### src/rtl/echo_arbiter_pkg.sv
`default_nettype none
// ============================================================================
// Module   : echo_arbiter_pkg
// Purpose  : Shared definitions for the echo arbiter: default payload width,
//            client identifier type and its values, and width helpers for
//            the tag-queue pointers and occupancy counter.
// Ports    : none (package)
// Revision : 1.0 - initial release
// ============================================================================
package echo_arbiter_pkg;

  localparam int WIDTH_DEFAULT = 96;

  typedef logic client_t;

  localparam client_t CLIENT0 = 1'b0;
  localparam client_t CLIENT1 = 1'b1;

  // Pointer width for a ring of 'depth' entries (at least one bit).
  function automatic int ptr_width(input int depth);
    return (depth > 1) ? $clog2(depth) : 1;
  endfunction

  // Counter width able to hold 0..depth inclusive.
  function automatic int cnt_width(input int depth);
    return $clog2(depth + 1);
  endfunction

endpackage : echo_arbiter_pkg
`default_nettype wire

### src/rtl/echo_arbiter_tagq.sv
`default_nettype none
// ============================================================================
// Module   : echo_arbiter_tagq
// Purpose  : Ring of 1-bit client tags recording which client owns each word
//            currently held in the echo FIFO, in FIFO order.
// Ports    : CLK, nRST      - clock, asynchronous active-low reset
//            push, push_tag - append a tag at the write pointer
//            pop            - retire the tag at the read pointer
//            head           - tag at the read pointer
//            count          - number of valid tags (0..DEPTH)
// Revision : 1.0 - initial release
// ============================================================================
module echo_arbiter_tagq
  import echo_arbiter_pkg::*;
#(
  parameter int DEPTH = 2
) (
  input  logic                         CLK,
  input  logic                         nRST,
  input  logic                         push,
  input  client_t                      push_tag,
  input  logic                         pop,
  output client_t                      head,
  output logic [cnt_width(DEPTH)-1:0]  count
);

  localparam int PTR_W = ptr_width(DEPTH);
  localparam int CNT_W = cnt_width(DEPTH);

  logic [DEPTH-1:0] ring_q, ring_d;
  logic [PTR_W-1:0] wptr_q, wptr_d;
  logic [PTR_W-1:0] rptr_q, rptr_d;
  logic [CNT_W-1:0] count_q, count_d;

  always_comb begin
    ring_d  = ring_q;
    wptr_d  = wptr_q;
    rptr_d  = rptr_q;
    count_d = count_q;

    if (push) begin
      ring_d[wptr_q] = push_tag;
      wptr_d = (wptr_q == PTR_W'(DEPTH - 1)) ? '0 : wptr_q + 1'b1;
    end

    if (pop) begin
      rptr_d = (rptr_q == PTR_W'(DEPTH - 1)) ? '0 : rptr_q + 1'b1;
    end

    // Simultaneous push and pop leaves occupancy unchanged.
    case ({push, pop})
      2'b10:   count_d = count_q + 1'b1;
      2'b01:   count_d = count_q - 1'b1;
      default: count_d = count_q;
    endcase
  end

  always_ff @(posedge CLK or negedge nRST) begin
    if (!nRST) begin
      ring_q  <= '0;
      wptr_q  <= '0;
      rptr_q  <= '0;
      count_q <= '0;
    end else begin
      ring_q  <= ring_d;
      wptr_q  <= wptr_d;
      rptr_q  <= rptr_d;
      count_q <= count_d;
    end
  end

  assign head  = ring_q[rptr_q];
  assign count = count_q;

endmodule : echo_arbiter_tagq
`default_nettype wire

### src/rtl/echo_arbiter.sv
`default_nettype none
// ============================================================================
// Module   : echo_arbiter
// Purpose  : Two-client front end for the shared echo FIFO. Alternates an
//            enqueue slot between two 'say' channels, tags every enqueued
//            word with its client, and steers each word leaving the FIFO to
//            the originating client's 'heard' indication.
// Ports    : CLK, nRST                 - clock, async active-low reset
//            req{0,1}_say__*          - client requests (ENA/v in, RDY out)
//            fifo_enq__*              - FIFO enqueue port
//            fifo_out_*               - FIFO head / dequeue port
//            ind{0,1}_heard__*        - client indications (ENA/v out, RDY in)
// Revision : 1.0 - initial release
// ============================================================================
module echo_arbiter
  import echo_arbiter_pkg::*;
#(
  parameter int WIDTH = WIDTH_DEFAULT,
  parameter int DEPTH = 2
) (
  input  logic             CLK,
  input  logic             nRST,

  input  logic             req0_say__ENA,
  input  logic [WIDTH-1:0] req0_say_v,
  output logic             req0_say__RDY,
  input  logic             req1_say__ENA,
  input  logic [WIDTH-1:0] req1_say_v,
  output logic             req1_say__RDY,

  output logic             fifo_enq__ENA,
  output logic [WIDTH-1:0] fifo_enq_v,
  input  logic             fifo_enq__RDY,

  input  logic [WIDTH-1:0] fifo_out_first,
  input  logic             fifo_out_first__RDY,
  input  logic             fifo_out_deq__RDY,
  output logic             fifo_out_deq__ENA,

  output logic             ind0_heard__ENA,
  output logic [WIDTH-1:0] ind0_heard_v,
  input  logic             ind0_heard__RDY,
  output logic             ind1_heard__ENA,
  output logic [WIDTH-1:0] ind1_heard_v,
  input  logic             ind1_heard__RDY
);

  localparam int CNT_W = cnt_width(DEPTH);

  client_t          slot_q, slot_d;
  client_t          head;
  logic [CNT_W-1:0] count;
  logic             space;
  logic             avail;
  logic             push;
  logic             pop;

  // Grants depend only on registered state and the FIFO's own readiness,
  // never on client strobes.
  assign space         = fifo_enq__RDY & (count != CNT_W'(DEPTH));
  assign req0_say__RDY = space & (slot_q == CLIENT0);
  assign req1_say__RDY = space & (slot_q == CLIENT1);

  assign push          = req0_say__ENA | req1_say__ENA;
  assign fifo_enq__ENA = push;
  assign fifo_enq_v    = (slot_q == CLIENT1) ? req1_say_v : req0_say_v;

  // The slot advances on every available cycle, used or not, so each client
  // sees every other available cycle.
  always_comb begin
    slot_d = slot_q;
    if (space) begin
      slot_d = ~slot_q;
    end
  end

  always_ff @(posedge CLK or negedge nRST) begin
    if (!nRST) begin
      slot_q <= CLIENT0;
    end else begin
      slot_q <= slot_d;
    end
  end

  // Only the head tag's client may take the word; a stalled head blocks the
  // other client to keep FIFO order. No tag means no routing.
  assign avail           = (count != '0) & fifo_out_first__RDY & fifo_out_deq__RDY;
  assign ind0_heard__ENA = avail & (head == CLIENT0) & ind0_heard__RDY;
  assign ind1_heard__ENA = avail & (head == CLIENT1) & ind1_heard__RDY;
  assign pop             = ind0_heard__ENA | ind1_heard__ENA;
  assign fifo_out_deq__ENA = pop;
  assign ind0_heard_v    = fifo_out_first;
  assign ind1_heard_v    = fifo_out_first;

  echo_arbiter_tagq #(
    .DEPTH (DEPTH)
  ) u_tagq (
    .CLK      (CLK),
    .nRST     (nRST),
    .push     (push),
    .push_tag (slot_q),
    .pop      (pop),
    .head     (head),
    .count    (count)
  );

endmodule : echo_arbiter
`default_nettype wire
### config.mk
export PLATFORM = sky130hd
export DESIGN_NAME = echo_arbiter
export DESIGN_NICKNAME = d
export VERILOG_FILES = /design/src/rtl/echo_arbiter_pkg.sv /design/src/rtl/echo_arbiter_tagq.sv /design/src/rtl/echo_arbiter.sv
export SDC_FILE = /design/constraint.sdc
export NUM_CORES = 1
export LEC_CHECK = 0
export CORE_AREA = 2 2 233 235
export CTS_CLUSTER_DIAMETER = 30
export DETAILED_ROUTE_END_ITERATION = 16
export DIE_AREA = 0 0 235 237
export HOLD_SLACK_MARGIN = 0.05
export PLACE_DENSITY = 0.38
export SYNTH_ARGS = -nofsm -noshare
export SYNTH_HDL_FRONTEND = slang
export SYNTH_SLANG_ARGS = --single-unit
### constraint.sdc
create_clock -name CLK -period 2.97 [get_ports CLK]
set_input_delay 0.594 -clock CLK [delete_from_list [all_inputs] [get_ports CLK]]
set_output_delay 0.594 -clock CLK [all_outputs]
set_load 0.005 [all_outputs]
==> results.txt, run 1 <==
Yosys warning total: 0
CP endpoint kind: output port
DR pass1 iterations: 3
Die Ht: 237 um
Max Clock Freq: 0.3897 GHz
H-tree depth: 1
Final Max Tran Viols: 0
layout cell share with drive strength beyond 1: 24.27%
Power Density: 512.7 nW/um^2
synthesized instance count: 336
simple-gate share of the synthesized area: 1.209%
max cap viols: 0
antenna cells: 0
CTS tree: done
combinational family with the most area after synthesis: buffers and inverters
pin count of the biggest net entering global routing: 31
Die X: 235 um
CTS Hold Bufs: 0
R2R Setup Slk: 1.42 ns
Die Area: 55,700 sq um
Total GRT Usage: 4.251%
clock-pin slew on the worst setup and hold paths: 0.03 ns
Period minus WS final: 2.566 ns
Post-route DRC: 0
DR vias/cell: 2.262
HPWL after detailed placement: 11.49 mm
mux cell area share after synthesis: 37.89%
CTS Sinks: 7
Routed Antenna Nets: 0
Min-Delay Path Class: reg2reg
total negative slack: 0 ns
Yosys reg bits: 7
CP arrival: 1.97 ns
initial core utilization: 5.633%
worst-skew pair later-pin latency: 0.23 ns
1st-iter DRT viols: 21
period utilization: 86.40%
IO Count: 591
Post-Synth Adder-Cell Area: 0.4168%
CP required: 2.38 ns
unrepaired setup endpoints after global routing: false
first-pass GRT wire length: 18.02 mm
initial antenna violation count: 0
CTS Root Buffer Type: clkbuf_16
Unique masters post-synth: 21
row count: 85
xor/xnor cell area share of the yosys netlist: 1.459%
syn avg cell area: 8.933 sq um
vias in the first global route: 2,731
Seq/Total Area, Yosys: 5.836%
Leakage: 1.825 nW
Clock Tree Buf Depth: 2
Post-Synthesis Cell Area: 3002 sq um
crit start category: input port
Total Routed Length: 13.24 mm
Worst Path Max Fanout: 5
outcome: finished, final reports clean
Max-Slew Margin vs Limit: 75.79%
CORE AREA: 53,280 sq um
Setup Viol. Count Final: 0
worst setup path class: in2out
Final Hold Viols: 0
grt ovf: 0
peak supply drop: 286.1 uV
syn_nets: 634
Area Growth Syn to Fin: 84.33%
Slew @ Worst Pin: 0.3593 ns
fin nets: 744
wire per inst: 11.60 um
Num CTS Buffers: 3
Port Buf Inserts: 302
detailed-route via count: 2,581
# Post-CTS Setup Buffers: 0
Util after Layout: 10.38%
Fin Clk Skew: 0.0003578 ns
Gates resized, CTS repair: 0
placer congestion estimate: 0.7181
post-synthesis compound-gate area fraction: 1.917%
## registers in the layout, summed over array words and instances, names as in the netlist
name,flops
u_tagq.count,2
u_tagq.rptr_q,1
u_tagq.wptr_q,1
slot_q,1
u_tagq.ring_q,2
## critical path, cell delays in order
cell,delay [ns]
clkdlybuf4s50_1,0.46
o211ai_1,0.16
a21oi_1,0.21
clkdlybuf4s50_1,0.54
## Yosys cell counts (all sizes together)
cell type | instances | area, sq um
buf | 203 | 1528
mux2 | 96 | 1107
dfrtp | 7 | 175.2
nor2 | 6 | 22.52
o21ai | 5 | 25.02
xnor2 | 5 | 43.79
inv | 3 | 11.26
mux2i | 3 | 30.03
nand2 | 2 | 7.510
o31ai | 2 | 20.02
a21oi | 1 | 5.000
ha | 1 | 12.51
nand2b | 1 | 6.260
o211ai | 1 | 7.510
## logic make-up (layout without fill, tap and decap cells)
group,Yosys count,count (layout)
flops,7,7
compound gates,9,9
xor+xnor,5,5
buf+inv,206,315
mux,99,99
fa+ha+maj,1,1
simple gates,9,9
## worst paths after layout
kind                                startpoint                end  cells past startpoint
min                              u_tagq.rptr_q      u_tagq.rptr_q                      1
max in group asynchronous                 nRST             slot_q                      1
max reg2reg                    u_tagq.count[0]    u_tagq.count[1]                      5
min reg2reg                      u_tagq.rptr_q      u_tagq.rptr_q                      1
max                        fifo_out_first__RDY  fifo_out_deq__ENA                      4
min in group asynchronous                 nRST             slot_q                      1
## power breakdown
part | leakage, nW | total (W) | switching [W] | internal [W]
Clock | 0.0382 | 0.000226 | 0.0000481 | 0.000178
Combinational | 1.70 | 0.00236 | 0.000770 | 0.00159
Sequential | 0.0826 | 0.000251 | 0.000101 | 0.000151
Total | 1.83 | 0.00284 | 0.000919 | 0.00192
## cell type report
| type | count | area [sq um] |
|---|---|---|
| fillers | 6093 | 47750 |
| flip-flops and latches | 7 | 178.9 |
| clock buffers | 4 | 78.83 |
| repair buffers | 308 | 3105 |
| well taps | 696 | 870.8 |
| inverters | 3 | 11.26 |
| multi-input cells | 123 | 1287 |
## metrics by stage
stage               std cells  worst slack [ns]  hold WS [ns]  total power, W  instance area (sq um)
floorplan                 336             1.338        0.2984        0.001489                   3002
global placement         1137            0.4039        0.5099        0.002707                   5454
detailed placement       1137            0.3936        0.5071        0.002680                   5454
CTS                      1141            0.3002        0.5180        0.002923                   5533
global route             1141            0.2575        0.5354        0.003039                   5533
finish                   1141            0.4040        0.5155        0.002837                   5533
## layer usage
metal	track usage [%]	wire length, um	vias to the layer above
met5	0.6061	49	-
met4	0.8055	115	2
met3	3.509	2498	13
met2	7.005	6166	358
met1	4.086	4410	1074
li1	-	-	1134
## cells in the final DEF, fill, tap and decap left out
cell type | netlist | layout
ha_1 | 1 | 1
o211ai_1 | 1 | 1
clkdlybuf4s50_1 | 0 | 302
nor2_1 | 6 | 6
nand2_1 | 2 | 2
o31ai_1 | 1 | 1
clkbuf_1 | 0 | 1
mux2_2 | 89 | 89
dfrtp_1 | 7 | 6
dfrtp_4 | 0 | 1
xnor2_1 | 5 | 5
nand2b_1 | 1 | 1
clkbuf_16 | 0 | 3
a21oi_1 | 1 | 1
o31ai_2 | 1 | 1
inv_1 | 2 | 2
buf_4 | 192 | 3
mux2i_1 | 3 | 3
mux2_4 | 7 | 7
inv_2 | 1 | 1
o21ai_0 | 5 | 5
buf_12 | 1 | 3
(Power assumes the default switching activity.)
==> inputs of run 2 (changes only) <==
- PLACE_DENSITY: 0.38 -> 0.4
==> results.txt, run 2 (synthesized netlist as in run 1, its figures left out) <==
outcome: finished, final reports clean
Post-route DRC: 0
fin nets: 743
CP arrival: 2.10 ns
layout cell share with drive strength beyond 1: 24.10%
Final Hold Viols: 0
unrepaired setup endpoints after global routing: false
placed cell areas: 5434 sq um
DR vias/cell: 2.350
grt ovf: 0
Period minus WS final: 2.692 ns
total negative slack: 0 ns
Worst R2R Path Depth: 6
Util after Layout: 10.37%
CTS Root Buffer Type: clkbuf_16
Total Routed Length: 17.02 mm
Setup Viol. Count Final: 0
Max Clock Freq: 0.3715 GHz
most common cell after layout, fill and taps aside: clkdlybuf4s50_1
R2R Setup Slk: 1.41 ns
Fin Clk Skew: 0.002134 ns
Port Buf Inserts: 302
Gates resized, CTS repair: 0
Die Ht: 237 um
vias in the first global route: 2,914
HPWL after detailed placement: 15.26 mm
worst r2r src: u_tagq.rptr_q
Max-Slew Margin vs Limit: 73.97%
Routed Antenna Nets: 0
detailed-route via count: 2,688
CTS Hold Bufs: 0
max cap viols: 0
CP required: 2.38 ns
IO Count: 591
r2r endpoint: u_tagq.count[1]
DR pass1 iterations: 4
CORE AREA: 53,280 sq um
clock-pin slew on the worst setup and hold paths: 0.03 ns
leading cell types in the layout, fill and taps excluded: clkdlybuf4s50_1 (302), mux2_2 (89), mux2_4 (7), nor2_1 (6), dfrtp_1 (6)
Area Growth Syn to Fin: 83.99%
hold wc startpoint: u_tagq.rptr_q
fin area: 5523 sq um
Setup crit end: fifo_enq_v[43]
Clock Tree Buf Depth: 2
wire per inst: 14.88 um
pin count of the biggest net entering global routing: 34
met3 usage in global routing: 3.847%
Die Area: 55,700 sq um
Power Density: 510.3 nW/um^2
Worst Path Max Fanout: 33
row count: 85
placer congestion estimate: 0.7115
worst-skew pair later-pin latency: 0.23 ns
routing usage on met1: 6.435%
CTS tree: done
CP endpoint kind: output port
initial core utilization: 5.633%
Leakage: 1.816 nW
worst setup path class: reg2out
Slew @ Worst Pin: 0.3864 ns
met2 global-route usage: 8.699%
Num CTS Buffers: 3
# Post-CTS Setup Buffers: 0
worst setup path start: slot_q
Die X: 235 um
1st-iter DRT viols: 37
Min-Delay Path Class: reg2reg
peak supply drop: 246.6 uV
initial antenna violation count: 12
CTS Sinks: 7
H-tree depth: 1
crit start category: register
Final Max Tran Viols: 0
busiest grt layer: met2
first-pass GRT wire length: 22.49 mm
Total GRT Usage: 5.682%
period utilization: 90.64%
-- run 2: cell count changes in the layout (fill, tap and decap cells not counted) --
cell / before / now
buf_12: 3 / 2
diode_2: 0 / 4
-- run 2: per-layer routing --
metal,wire length (um),share of wire (%)
met4,348,2.0
met1,6628,39
met2,7221,42
met3,2798,16
met5,27,0.16
-- run 2: worst min-delay path by stage --
| stage | endpoint | cells after the start |
|---|---|---|
| 2_1_floorplan | slot_q | 0 |
| 3_3_place_gp | u_tagq.rptr_q | 1 |
| 3_5_place_dp | u_tagq.rptr_q | 1 |
| 4_1_cts | u_tagq.rptr_q | 1 |
| 5_1_grt | u_tagq.rptr_q | 1 |
| 6_report | u_tagq.rptr_q | 1 |
-- run 2: through the flow --
stage	hold slack (ns)	setup slack (ns)	std cells	total power (W)
2_1_floorplan	0.2984	1.338	336	0.001489
3_3_place_gp	0.5084	0.3921	1136	0.002650
3_5_place_dp	0.4947	0.3689	1136	0.002637
4_1_cts	0.5011	0.2768	1140	0.002882
5_1_grt	0.5249	0.2218	1142	0.003013
6_report	0.5013	0.2781	1144	0.002818
-- run 2: area by class of cell --
| class | count | area [sq um] |
|---|---|---|
| clock buffer | 4 | 78.83 |
| timing repair buffer | 307 | 3085 |
| antenna | 4 | 10.01 |
| fill | 6120 | 47760 |
| multi-input combinational | 123 | 1287 |
| inverter | 3 | 11.26 |
| sequential | 7 | 178.9 |
| tap | 696 | 870.8 |
-- run 2: worst max-delay path, cell delays in order (launching register included) --
cell and delay [ns]:
dfrtp_4 0.63, buf_12 0.27, mux2_2 0.37, clkdlybuf4s50_1 0.54
-- run 2: power breakdown --
part	internal (W)	switching [W]
sequential	0.000150	0.000112
combinational	0.00156	0.000765
clock	0.000178	0.0000490
total	0.00189	0.000926
